$ cat src/rtl/analyzer_capture_ctrl_pkg.sv
// Shared definitions for the logic-analyzer capture path: FSM state encoding
// and the capture status bit layout seen by register-file readback.
package analyzer_capture_ctrl_pkg;

    typedef enum logic [2:0] {
        ST_IDLE      = 3'd0,
        ST_PRE_FILL  = 3'd1,
        ST_WAIT_TRIG = 3'd2,
        ST_POST      = 3'd3,
        ST_DONE      = 3'd4
    } cap_state_e;

    localparam int STAT_BUSY_BIT      = 0;
    localparam int STAT_TRIGGERED_BIT = 1;
    localparam int STAT_DONE_BIT      = 2;
    localparam int STAT_WIDTH         = 3;

    function automatic logic [STAT_WIDTH-1:0] pack_status(
        input logic busy,
        input logic triggered,
        input logic done
    );
        logic [STAT_WIDTH-1:0] stat_s;
        stat_s                     = '0;
        stat_s[STAT_BUSY_BIT]      = busy;
        stat_s[STAT_TRIGGERED_BIT] = triggered;
        stat_s[STAT_DONE_BIT]      = done;
        return stat_s;
    endfunction

endpackage

$ cat src/rtl/analyzer_capture_ctrl.sv
// Capture controller: pre/post-trigger windowing into a circular sample buffer,
// publishing the trigger address and the oldest valid sample address.
module analyzer_capture_ctrl
    import analyzer_capture_ctrl_pkg::*;
#(
    parameter int DATA_WIDTH = 32,
    parameter int ADDR_WIDTH = 10
) (
    input  logic                  clk,
    input  logic                  rstn,
    input  logic                  start,
    input  logic                  abort,
    input  logic                  sample_en,
    input  logic [DATA_WIDTH-1:0] din,
    input  logic                  trig_in,
    input  logic [ADDR_WIDTH-1:0] pre_depth,
    output logic                  buf_we,
    output logic [ADDR_WIDTH-1:0] buf_waddr,
    output logic [DATA_WIDTH-1:0] buf_wdata,
    output logic                  busy,
    output logic                  triggered,
    output logic                  done,
    output logic [ADDR_WIDTH-1:0] trig_addr,
    output logic [ADDR_WIDTH-1:0] start_addr
);

    localparam logic [ADDR_WIDTH-1:0] ADDR_ONE = ADDR_WIDTH'(1);
    localparam logic [ADDR_WIDTH-1:0] ADDR_MAX = '1;

    cap_state_e            state_r;
    logic [ADDR_WIDTH-1:0] wptr_r;
    logic [ADDR_WIDTH-1:0] pre_lat_r;
    logic [ADDR_WIDTH-1:0] pre_cnt_r;
    logic [ADDR_WIDTH-1:0] post_cnt_r;
    logic                  buf_we_r;
    logic [ADDR_WIDTH-1:0] buf_waddr_r;
    logic [DATA_WIDTH-1:0] buf_wdata_r;
    logic                  busy_r;
    logic                  triggered_r;
    logic                  done_r;
    logic [ADDR_WIDTH-1:0] trig_addr_r;
    logic [ADDR_WIDTH-1:0] start_addr_r;

    // Capture FSM, write path and window counters, all registered together.
    // pre_depth is ADDR_WIDTH bits wide, so it can never exceed DEPTH-1 and
    // the pre-trigger clamp reduces to taking pre_depth as-is.
    always_ff @(posedge clk or negedge rstn) begin
        if (!rstn) begin
            state_r      <= ST_IDLE;
            wptr_r       <= '0;
            pre_lat_r    <= '0;
            pre_cnt_r    <= '0;
            post_cnt_r   <= '0;
            buf_we_r     <= 1'b0;
            buf_waddr_r  <= '0;
            buf_wdata_r  <= '0;
            busy_r       <= 1'b0;
            triggered_r  <= 1'b0;
            done_r       <= 1'b0;
            trig_addr_r  <= '0;
            start_addr_r <= '0;
        end else begin
            buf_we_r <= 1'b0;
            if (abort) begin
                state_r     <= ST_IDLE;
                busy_r      <= 1'b0;
                triggered_r <= 1'b0;
                done_r      <= 1'b0;
            end else begin
                if (busy_r && sample_en) begin
                    buf_we_r    <= 1'b1;
                    buf_waddr_r <= wptr_r;
                    buf_wdata_r <= din;
                    wptr_r      <= wptr_r + ADDR_ONE;
                end
                case (state_r)
                    ST_IDLE, ST_DONE: begin
                        if (start) begin
                            pre_lat_r    <= pre_depth;
                            post_cnt_r   <= ADDR_MAX - pre_depth;
                            pre_cnt_r    <= '0;
                            wptr_r       <= '0;
                            triggered_r  <= 1'b0;
                            done_r       <= 1'b0;
                            trig_addr_r  <= '0;
                            start_addr_r <= '0;
                            busy_r       <= 1'b1;
                            state_r      <= (pre_depth != '0) ? ST_PRE_FILL : ST_WAIT_TRIG;
                        end
                    end
                    ST_PRE_FILL: begin
                        if (sample_en) begin
                            pre_cnt_r <= pre_cnt_r + ADDR_ONE;
                            if ((pre_cnt_r + ADDR_ONE) == pre_lat_r) begin
                                state_r <= ST_WAIT_TRIG;
                            end
                        end
                    end
                    ST_WAIT_TRIG: begin
                        if (sample_en && trig_in) begin
                            trig_addr_r  <= wptr_r;
                            start_addr_r <= wptr_r - pre_lat_r;
                            triggered_r  <= 1'b1;
                            if (post_cnt_r != '0) begin
                                state_r <= ST_POST;
                            end else begin
                                state_r <= ST_DONE;
                                done_r  <= 1'b1;
                                busy_r  <= 1'b0;
                            end
                        end
                    end
                    ST_POST: begin
                        if (sample_en) begin
                            post_cnt_r <= post_cnt_r - ADDR_ONE;
                            if (post_cnt_r == ADDR_ONE) begin
                                state_r <= ST_DONE;
                                done_r  <= 1'b1;
                                busy_r  <= 1'b0;
                            end
                        end
                    end
                    default: begin
                        state_r <= ST_IDLE;
                        busy_r  <= 1'b0;
                    end
                endcase
            end
        end
    end

    assign buf_we     = buf_we_r;
    assign buf_waddr  = buf_waddr_r;
    assign buf_wdata  = buf_wdata_r;
    assign busy       = busy_r;
    assign triggered  = triggered_r;
    assign done       = done_r;
    assign trig_addr  = trig_addr_r;
    assign start_addr = start_addr_r;

endmodule

$ cat config.mk
export PLATFORM = sky130hd
export DESIGN_NAME = analyzer_capture_ctrl
export DESIGN_NICKNAME = d
export VERILOG_FILES = /design/src/rtl/analyzer_capture_ctrl_pkg.sv /design/src/rtl/analyzer_capture_ctrl.sv
export SDC_FILE = /design/constraint.sdc
export NUM_CORES = 1
export LEC_CHECK = 0
export BUFFER_PORTS_ARGS = -buffer_cell sky130_fd_sc_hd__buf_2
export CAP_MARGIN = 10
export CORE_MARGIN = 2
export CORE_UTILIZATION = 40
export DETAILED_ROUTE_END_ITERATION = 6
export GPL_ROUTABILITY_DRIVEN = 0
export HOLD_SLACK_MARGIN = 0.08
export PLACE_DENSITY = 0.65
export SLEW_MARGIN = 40
export SYNTH_ARGS = -nofsm -noshare
export SYNTH_HDL_FRONTEND = slang
export SYNTH_SLANG_ARGS = --single-unit
$ cat constraint.sdc
create_clock -name clk -period 2.71 [get_ports clk]
set_input_delay 0 -clock clk [delete_from_list [all_inputs] [get_ports clk]]
set_output_delay 0 -clock clk [all_outputs]
set_load 0.05 [all_outputs]
==> out/results.txt, run 1 <==
Effective utilization at floorplan = 41.2%
Worst EP required = 2.94 ns
Hpwl dp = 10100 µm
Post-CTS setup buffers = 0
CP max FO = 21
Dpl cell area = 0.00622 mm²
Setup-failing EPs final = 0
CTS resizes = 0
Fillers = 1232
Die footprint = 0.0146 mm²
Final hold slack = 0.152 ns
VDD IR max = 0.445 mV
Yosys top cell area share = 49.8%
DR iter-0 viols = 393
Die Wd = 121 µm
Max Buffers Root-to-Sink = 2
Hold_buf cts = 44
Arrival time of the worst setup path = 2.66 ns
Setup Crit Path Kind = reg -> reg
Avg Inst Size Synth = 8.97 µm²
Total grt overflow = 0
Async SR Flop Fraction = 100%
Period utilisation layout = 89.7%
Post-Synthesis Cells = 610
Final instance area = 0.00702 mm²
Area leader, netlist = dfrtp_1
Vias = 4854
Setup TNS = 0 ns
Layout cells sized above 1 = 19.7%
F_max = 411 MHz
Layout Area Growth over Synthesis = 28.3%
Number of global-route vias before repair = 4800
Met3 wire len = 734 µm
Worst slew pin tran = 0.786 ns
Final hold vios = 0
Yosys reg bits = 109
Syn. warnings = 0
CTS H-tree depth = 3
Cell row count = 42
Synth cell types = 56
RSZ-0062 raised after global routing = no
PwrDens = 1040 mW/mm²
Area taken by multi-input logic gates = 0.00255 mm²
Final net count = 821
Worst skew pair latency = 0.35 ns
Total Routing Usage GR = 20.3%
HP Class = in -> reg
Top FF cell, synth = dfrtp_1
Largest net degree at the start of global routing = 60
First-pass GRT wire length = 23600 µm
I/O pin total = 114
Cell area after synthesis = 0.00547 mm²
Total CTS buffers = 9
Sequential area share after synthesis = 49.8%
Top Metal Used = met4
Leakage = 3.51 nW
Vias per std cell = 5.17
CTS tree = yes
Routed WL = 14200 µm
Met2 WL = 7080 µm
CP Launch Type = flip-flop
Post-layout min period = 2.43 ns
Rel. slew slack = 47.4%
Top cells by area, synth = dfrtp_1 50%, nand2_1 13%, o21ai_0 3.7%, ha_1 3.2%, xnor2_1 3.2%
DRC violations left = 0
First-pass DRT Iterations = 5
Mapped Nets = 673
Status = finished, final reports clean
Clock Skews = 0.00839 ns
Wire per inst = 15.1 µm
Die Ht = 121 µm
Max-cap violations = 0
Max Slew Vio Count = 0
IO Port Bufs = 113
Initial antenna violation count = 0
Ant diodes = 0
Clock root buffer = clkbuf_16
Post-synth EDFFs = 0
Routed metal-1 wirelength = 6160 µm
ANT nets after route = 0
FF/Latch Area = 0.00273 mm²
Setup crit end kind = flip-flop
Core Box Area = 0.0133 mm²
Clock Sinks = 109
Clock transition at path regs = 0.07 ns
==> synth_stat cells (4+ instances only) <==
library cell and number:
o21ai_0 41, and3_1 9, ha_1 14, inv_1 17
o31ai_1 12, a21oi_1 15, mux2_1 10, dfrtp_1 109
nand2_1 188, a21o_1 4, nand3_1 9, nand4_1 4
xnor2_1 20, nor3_1 6, a22o_1 9, nor4_1 4
xor2_1 11, nor2b_1 4, nor2_1 35, buf_2 4
clkbuf_1 26
==> sequential cells by signal (all words and copies together), names as in the netlist <==
name / flops
buf_wdata: 32
buf_waddr: 10
post_cnt_r: 10
pre_cnt_r: 10
pre_lat_r: 10
start_addr: 10
trig_addr: 10
wptr_r: 10
state_r: 3
buf_we: 1
busy: 1
done: 1
triggered: 1
==> final timing paths <==
| kind | to | slack (ns) | cells after the start | from |
|---|---|---|---|---|
| max | pre_lat_r[1] | 0.28 | 7 | post_cnt_r[5] |
| min | wptr_r[1] | 0.15 | 5 | sample_en |
| max reg2reg | pre_lat_r[1] | 0.28 | 7 | post_cnt_r[5] |
| min reg2reg | buf_wdata[18] | 0.47 | 2 | buf_wdata[18] |
| max in group asynchronous | pre_lat_r[1] | 1.65 | 3 | rstn |
| min in group asynchronous | buf_wdata[8] | 0.25 | 2 | rstn |
==> kinds of logic (layout without fill, tap and decap cells) <==
family	Yosys count	in the layout	synth area share [%]
mux	12	12	2.42
compound gates	115	115	13.8
simple gates	278	278	21.7
buf+inv	50	203	3.73
xor+xnor	31	31	4.96
flops	109	109	49.8
fa+ha+maj	15	15	3.57
==> cell usage in the layout, fill, tap and decap left out, drive strengths merged, types with 3 or more instances in the layout <==
master and count:
dfrtp 109, buf 125, nand4 4, o2111ai 3
o21ai 43, xnor2 20, xor2 11, o211ai 3
nor2 35, a32o 3, bufinv 3, a21o 4
nor4 6, inv 18, a21oi 15, a31oi 3
dlygate4sd3 44, clkbuf 11, a22o 9, nand3 9
nor3 7, or3 3, mux2 10, nor2b 4
nand2 188, o31ai 12, and3 9, nand2b 3
ha 14, o41ai 3, o21a 3
==> metrics by stage <==
step	utilization [%]	total power, mW	instances	setup slack (ns)
floorplan	-	4.90	610	0.521
global placement	46.8	5.63	879	0.358
detailed placement	46.8	5.74	879	0.270
CTS	52.8	7.34	939	0.262
global route	52.8	7.76	939	0.126
finish	52.8	7.29	939	0.278
==> routing by layer <==
metal | track usage (%) | vias to the layer above
met5 | 0 | -
met4 | 6.10 | 0
met3 | 3.81 | 14
met2 | 34.4 | 168
met1 | 26.5 | 2321
li1 | - | 2351
==> critical path, stage by stage, from the launching register on <==
cell     delay, ns
dfrtp_1       0.45
nor4_2        0.34
and3_1        0.22
o21ai_1       0.12
or3_1         0.41
nor3_2        0.12
buf_4         0.28
mux2_1        0.35
==> layout make-up <==
type	count	share of cell area, %
sequential	109	38.9
clock inverter	5	1.52
clock buffer	11	3.60
tap	176	3.14
multi-input combinational	451	36.3
inverter	18	0.963
timing repair buffer	169	15.7
==> where the power goes <==
group	internal, mW	switching (mW)
registers	2.11	0.446
logic	1.01	2.19
clock network	0.955	0.581
total	4.07	3.22
(Power assumes the default switching activity.)
==> run 2, diff against run 1 <==
- RECOVER_POWER: not set -> 50
==> run 2 against run 1 <==
Critical path type unchanged. Total power fell by 1.0%. Worst setup slack better by 0.0064 ns. Sequential power hardly changed. Global-route usage unchanged. Largest cell class unchanged. Final area is 1.3% lower. Largest power group unchanged. Sequential share of layout area grew 0.52 points. Register-to-register slack is essentially flat.
==> out/results.txt, run 2 (synthesized netlist as in run 1, its figures left out) <==
Status = finished, final reports clean (unchanged)
HP Class = in -> reg (unchanged)
ANT nets after route = 0 (unchanged)
Post-layout min period = 2.43 ns (about the same)
Worst EP required = 2.94 ns (about the same)
Met3 usage = 3.81% (unchanged)
Internal power = 3.98 mW (was 4.07 mW)
GR Util met1 = 26.5% (unchanged)
I/O pin total = 114 (unchanged)
Hpwl dp = 10100 µm (unchanged)
Setup Crit Path Kind = reg -> reg (unchanged)
CP Launch Type = flip-flop (unchanged)
Total CTS buffers = 9 (unchanged)
Final worst setup slack = 0.284 ns (was 0.278 ns)
VDD IR max = 0.447 mV (was 0.445 mV)
Layout Area Growth over Synthesis = 26.6% (was 28.3%)
Worst Hold Depth = 5 (unchanged)
Max-cap violations = 0 (unchanged)
Final hold vios = 0 (unchanged)
Reg power frac = 35.6% (was 35.1%)
Setup crit end kind = flip-flop (unchanged)
CTS H-tree depth = 3 (unchanged)
Largest net degree at the start of global routing = 60 (unchanged)
Commonest non-fill, non-tap cell in the layout = nand2_1 (unchanged)
Placement-stage worst setup slack = 0.270 ns (unchanged)
Ant diodes = 0 (unchanged)
Most frequent cells in the layout = 188 x nand2_1, 109 x dfrtp_1, 68 x clkbuf_1 (was 188 x nand2_1, 112 x buf_2, 109 x dfrtp_1)
Reg2Reg Depth = 7 (unchanged)
GRT busiest layer = met2 (unchanged)
Dpl cells = 879 (unchanged)
Switching fraction of total power = 44.8% (was 44.1%)
Total Routing Usage GR = 20.3% (unchanged)
Routed WL = 14200 µm (about the same)
Initial antenna violation count = 0 (unchanged)
Final net count = 821 (unchanged)
Crit Reg-Reg Endpoint = pre_lat_r[1] (unchanged)
Clock transition at path regs = 0.07 ns (about the same)
Die Ht = 121 µm (unchanged)
Effective utilization at floorplan = 41.2% (unchanged)
Setup-failing EPs final = 0 (unchanged)
Hold Path Sink = wptr_r[1] (unchanged)
RSZ-0062 raised after global routing = no (unchanged)
CP max FO = 21 (unchanged)
Total grt overflow = 0 (unchanged)
CTS resizes = 0 (unchanged)
Core Box Area = 0.0133 mm² (unchanged)
Number of global-route vias before repair = 4800 (unchanged)
IO Port Bufs = 113 (unchanged)
Switching power total = 3.23 mW (was 3.22 mW)
M2 GR Usage = 34.4% (unchanged)
Layout cells sized above 1 = 10.7% (was 19.7%)
PwrDens = 1040 mW/mm² (about the same)
Final Core Density = 52.1% (was 52.8%)
Max Slew Vio Count = 0 (unchanged)
Min-delay src = sample_en (unchanged)
Dpl cell area = 0.00622 mm² (unchanged)
F_max = 412 MHz (was 411 MHz)
Period utilisation layout = 89.5% (was 89.7%)
RR Startpoint = post_cnt_r[5] (unchanged)
Final hold slack = 0.149 ns (was 0.152 ns)
First-pass GRT wire length = 23600 µm (unchanged)
Wire per inst = 15.2 µm (was 15.1 µm)
DRC violations left = 0 (unchanged)
DR iter-0 viols = 348 (was 393)
Fillers = 1265 (was 1232)
Final instance area = 0.00693 mm² (was 0.00702 mm²)
Clock Skews = 0.00807 ns (was 0.00839 ns)
Leakage = 3.25 nW (was 3.51 nW)
Arrival time of the worst setup path = 2.65 ns (was 2.66 ns)
Setup TNS = 0 ns (unchanged)
Vias = 4839 (was 4854)
R2R setup slack = 0.28 ns (about the same)
Max Buffers Root-to-Sink = 2 (unchanged)
Worst skew pair latency = 0.35 ns (about the same)
Final cell count without fillers = 939 (unchanged)
Clock root buffer = clkbuf_16 (unchanged)
Die Wd = 121 µm (unchanged)
Clock Sinks = 109 (unchanged)
Rel. slew slack = 7.04% (was 47.4%)
Flip-flop count of the largest register after layout = 32 (unchanged)
Comb power frac = 43.1% (was 43.8%)
Cell row count = 42 (unchanged)
First-pass DRT Iterations = 5 (unchanged)
Worst slew pin tran = 1.39 ns (was 0.786 ns)
Die footprint = 0.0146 mm² (unchanged)
Design Power = 7.22 mW (was 7.29 mW)
CTS tree = yes (unchanged)
Vias per std cell = 5.15 (was 5.17)
Clock Power Share = 21.3% (was 21.1%)
==> run 2: worst max-delay path by stage <==
stage / from / cells past startpoint / slack (ns) / end
after floorplan: pre_cnt_r[0] / 9 / 0.52 / state_r[0]
after global placement: post_cnt_r[5] / 7 / 0.36 / pre_lat_r[7]
after detailed placement: post_cnt_r[5] / 7 / 0.27 / pre_lat_r[7]
after CTS: post_cnt_r[5] / 7 / 0.26 / pre_lat_r[1]
after global routing: post_cnt_r[5] / 7 / 0.13 / pre_lat_r[8]
final: post_cnt_r[5] / 7 / 0.28 / pre_lat_r[1]
==> run 2: metal layers <==
| metal | wire, µm | part of all wire, % |
|---|---|---|
| met2 | 7070 | 50 |
| met1 | 6240 | 44 |
| met3 | 719 | 5.0 |
| met4 | 214 | 1.5 |
| met5 | 0 | 0 |
==> run 2: repair_timing <==
action | CTS | global route
setup buffers | 0 | 0
hold buffers | 44 | 0
hold endpoints to repair | 106 | 0
endpoints found under the setup margin | 0 | 0
==> run 2: area by class of cell <==
class,instances,area [µm²],share of cell area [%]
clock inverters,5,106,1.54
well taps,176,220,3.18
clock buffers,11,253,3.65
inverters,18,67.6,0.975
flip-flops and latches,109,2730,39.4
multi-input cells,451,2550,36.8
repair buffers,169,1010,14.5
==> run 2: critical path, stage by stage, from the launching register on <==
cell,delay (ns)
dfrtp_1,0.45
nor4_2,0.34
and3_1,0.22
o21ai_1,0.12
or3_1,0.41
nor3_2,0.12
buf_4,0.28
mux2_1,0.35
==> run 2: power by group through the flow <==
stage	logic, mW	registers (mW)	clock network (mW)
final	3.11	2.57	1.54
after global routing	3.40	2.63	1.65
after CTS	3.21	2.55	1.57
after detailed placement	3.16	2.58	0
after global placement	3.09	2.54	0
after floorplan	1.39	3.51	0
==> run 3, diff against run 2 <==
- CORE_MARGIN: 2 -> 5
- HOLD_SLACK_MARGIN: 0.08 -> 0.12
==> run 3 against run 2 <==
Sequential share of layout area grew 0.28 points. First-iteration DRC count fell by 10%. Maximum frequency down 1.9%. Count of clock-buffer cells in the layout did not move. Clock power fell by 11%.
==> out/results.txt, run 3 (synthesized netlist as in run 1, its figures left out) <==
CP max FO = 21 (unchanged)
Die Ht = 127 µm (was 121 µm)
Period utilisation layout = 91.3% (was 89.5%)
DRC violations left = 0 (unchanged)
CP max-delay cell = dfrtp_1 (unchanged)
CTS resizes = 0 (unchanged)
Dpl cell area = 0.00622 mm² (about the same)
Hold_buf cts = 44 (unchanged)
F_max = 404 MHz (was 412 MHz)
Vias = 4793 (was 4839)
Status = finished, final reports clean (unchanged)
First-pass DRT Iterations = 4 (was 5)
Dpl cells = 878 (was 879)
CP cell instances = nor4_2 > and3_1 > o21ai_1 > or3_1 > nor3_2 > buf_4 > mux2_1 (unchanged)
Max Slew Vio Count = 0 (unchanged)
Leakage = 3.23 nW (was 3.25 nW)
HP Class = in -> reg (unchanged)
Clock Power Share = 19.4% (was 21.3%)
First-pass GRT wire length = 23900 µm (was 23600 µm)
Reg2Reg Depth = 7 (unchanged)
Rel. slew slack = 28.5% (was 7.04%)
DR iter-0 viols = 313 (was 348)
Comb power frac = 44.4% (was 43.1%)
Clock transition at path regs = 0.07 ns (about the same)
Effective utilization at floorplan = 41.0% (was 41.2%)
Layout cells sized above 1 = 10.6% (was 10.7%)
Die Wd = 127 µm (was 121 µm)
Final hold vios = 0 (unchanged)
Setup Crit Path Kind = reg -> reg (unchanged)
Hpwl dp = 10200 µm (was 10100 µm)
Die footprint = 0.0161 mm² (was 0.0146 mm²)
Setup crit end kind = flip-flop (unchanged)
RR Startpoint = post_cnt_r[5] (unchanged)
Crit-path max cell delay = 0.44 ns (was 0.45 ns)
Wire per inst = 15.3 µm (was 15.2 µm)
Post-layout min period = 2.47 ns (was 2.43 ns)
Layout Area Growth over Synthesis = 25.7% (was 26.6%)
Core Box Area = 0.0133 mm² (about the same)
Clock Sinks = 109 (unchanged)
Cell row count = 42 (unchanged)
PwrDens = 1030 mW/mm² (was 1040 mW/mm²)
Internal power = 3.77 mW (was 3.98 mW)
Max-cap violations = 0 (unchanged)
Largest net degree at the start of global routing = 67 (was 60)
Final hold slack = 0.188 ns (was 0.149 ns)
Worst Hold Depth = 5 (unchanged)
Final net count = 820 (was 821)
Initial antenna violation count = 0 (unchanged)
Final cell count without fillers = 938 (was 939)
CTS tree = yes (unchanged)
CP Launch Type = flip-flop (unchanged)
Total CTS buffers = 9 (unchanged)
Clock Skews = 0.0118 ns (was 0.00807 ns)
Worst slew pin tran = 1.07 ns (was 1.39 ns)
Routed WL = 14400 µm (was 14200 µm)
R2R setup slack = 0.24 ns (was 0.28 ns)
Ant diodes = 0 (unchanged)
VDD IR max = 0.460 mV (was 0.447 mV)
Total Routing Usage GR = 18.3% (was 20.3%)
Max Buffers Root-to-Sink = 2 (unchanged)
Clock root buffer = clkbuf_16 (unchanged)
I/O pin total = 114 (unchanged)
Switching fraction of total power = 46.5% (was 44.8%)
Final Core Density = 51.5% (was 52.1%)
Total grt overflow = 0 (unchanged)
Flip-flop count of the largest register after layout = 32 (unchanged)
Setup TNS = 0 ns (unchanged)
Hold Path Sink = state_r[1] (was wptr_r[1])
Arrival time of the worst setup path = 2.71 ns (was 2.65 ns)
Fillers = 1270 (was 1265)
Post-CTS setup buffers = 0 (unchanged)
Most frequent cells in the layout = 188 x nand2_1, 109 x dfrtp_1, 68 x clkbuf_1 (unchanged)
Crit Reg-Reg Endpoint = pre_lat_r[7] (was pre_lat_r[1])
Setup-failing EPs final = 0 (unchanged)
Switching power total = 3.28 mW (was 3.23 mW)
IO Port Bufs = 113 (unchanged)
Worst skew pair latency = 0.36 ns (was 0.35 ns)
RSZ-0062 raised after global routing = no (unchanged)
Reg power frac = 36.2% (was 35.6%)
Worst EP required = 2.94 ns (about the same)
CTS H-tree depth = 3 (unchanged)
Final instance area = 0.00688 mm² (was 0.00693 mm²)
Min-delay src = trig_in (was sample_en)
Vias per std cell = 5.11 (was 5.15)
ANT nets after route = 0 (unchanged)
Commonest non-fill, non-tap cell in the layout = nand2_1 (unchanged)
Number of global-route vias before repair = 4805 (was 4800)
==> run 3: changes by cell type in the layout (fill, tap and decap cells not counted), sizes merged <==
cell,before,now
inv,18,21
bufinv,3,1
clkbuf,80,79
clkinvlp,1,0
==> run 3: how the worst max path moves through the flow <==
stage                       start           end  slack, ns  cells past startpoint
finish              post_cnt_r[5]  pre_lat_r[7]       0.24                      7
global route        post_cnt_r[5]  pre_lat_r[1]       0.09                      7
CTS                 post_cnt_r[5]  pre_lat_r[7]       0.22                      7
detailed placement  post_cnt_r[5]  pre_lat_r[7]       0.24                      7
global placement    post_cnt_r[5]  pre_lat_r[7]       0.38                      7
floorplan            pre_cnt_r[0]    state_r[0]       0.52                      9
==> run 3: through the flow <==
stage / setup WS [ns] / power (mW)
final: 0.237 / 7.06
after global routing: 0.0889 / 7.49
after CTS: 0.222 / 7.19
after detailed placement: 0.245 / 5.75
after global placement: 0.377 / 5.65
after floorplan: 0.521 / 4.90
==> run 3: per-layer routing <==
| layer | share of wire, % | track usage [%] | wire length [µm] | up-vias |
|---|---|---|---|---|
| met5 | 0 | 0 | 0 | - |
| met4 | 2.0 | 6.37 | 282 | 0 |
| met3 | 4.9 | 3.26 | 705 | 23 |
| met2 | 49 | 31.6 | 7070 | 136 |
| met1 | 44 | 23.1 | 6340 | 2276 |
| li1 | - | - | - | 2358 |
==> run 3: critical path: cells and delay by family, from the launching register on <==
kind | cells | cell delay, ns
AOI/OAI and AO/OA | 1 | 0.12
and+or+nand+nor | 4 | 1.13
DFF | 1 | 0.44
buffers and inverters | 1 | 0.30
muxes | 1 | 0.37
==> run 3: layout make-up <==
cell class	count	area, µm²	area share [%]
Tap cell	176	220	3.20
Inverter	18	67.6	0.982
Clock inverter	5	77.6	1.13
Sequential cell	109	2730	39.7
Clock buffer	11	233	3.38
Multi-Input combinational cell	451	2550	37.0
Timing Repair Buffer	168	1010	14.6
==> run 3: power by group through the flow <==
| stage | clock network, mW | logic, mW | registers (mW) |
|---|---|---|---|
| after floorplan | 0 | 1.39 | 3.51 |
| after global placement | 0 | 3.11 | 2.55 |
| after detailed placement | 0 | 3.18 | 2.57 |
| after CTS | 1.42 | 3.24 | 2.54 |
| after global routing | 1.47 | 3.40 | 2.63 |
| final | 1.37 | 3.13 | 2.55 |
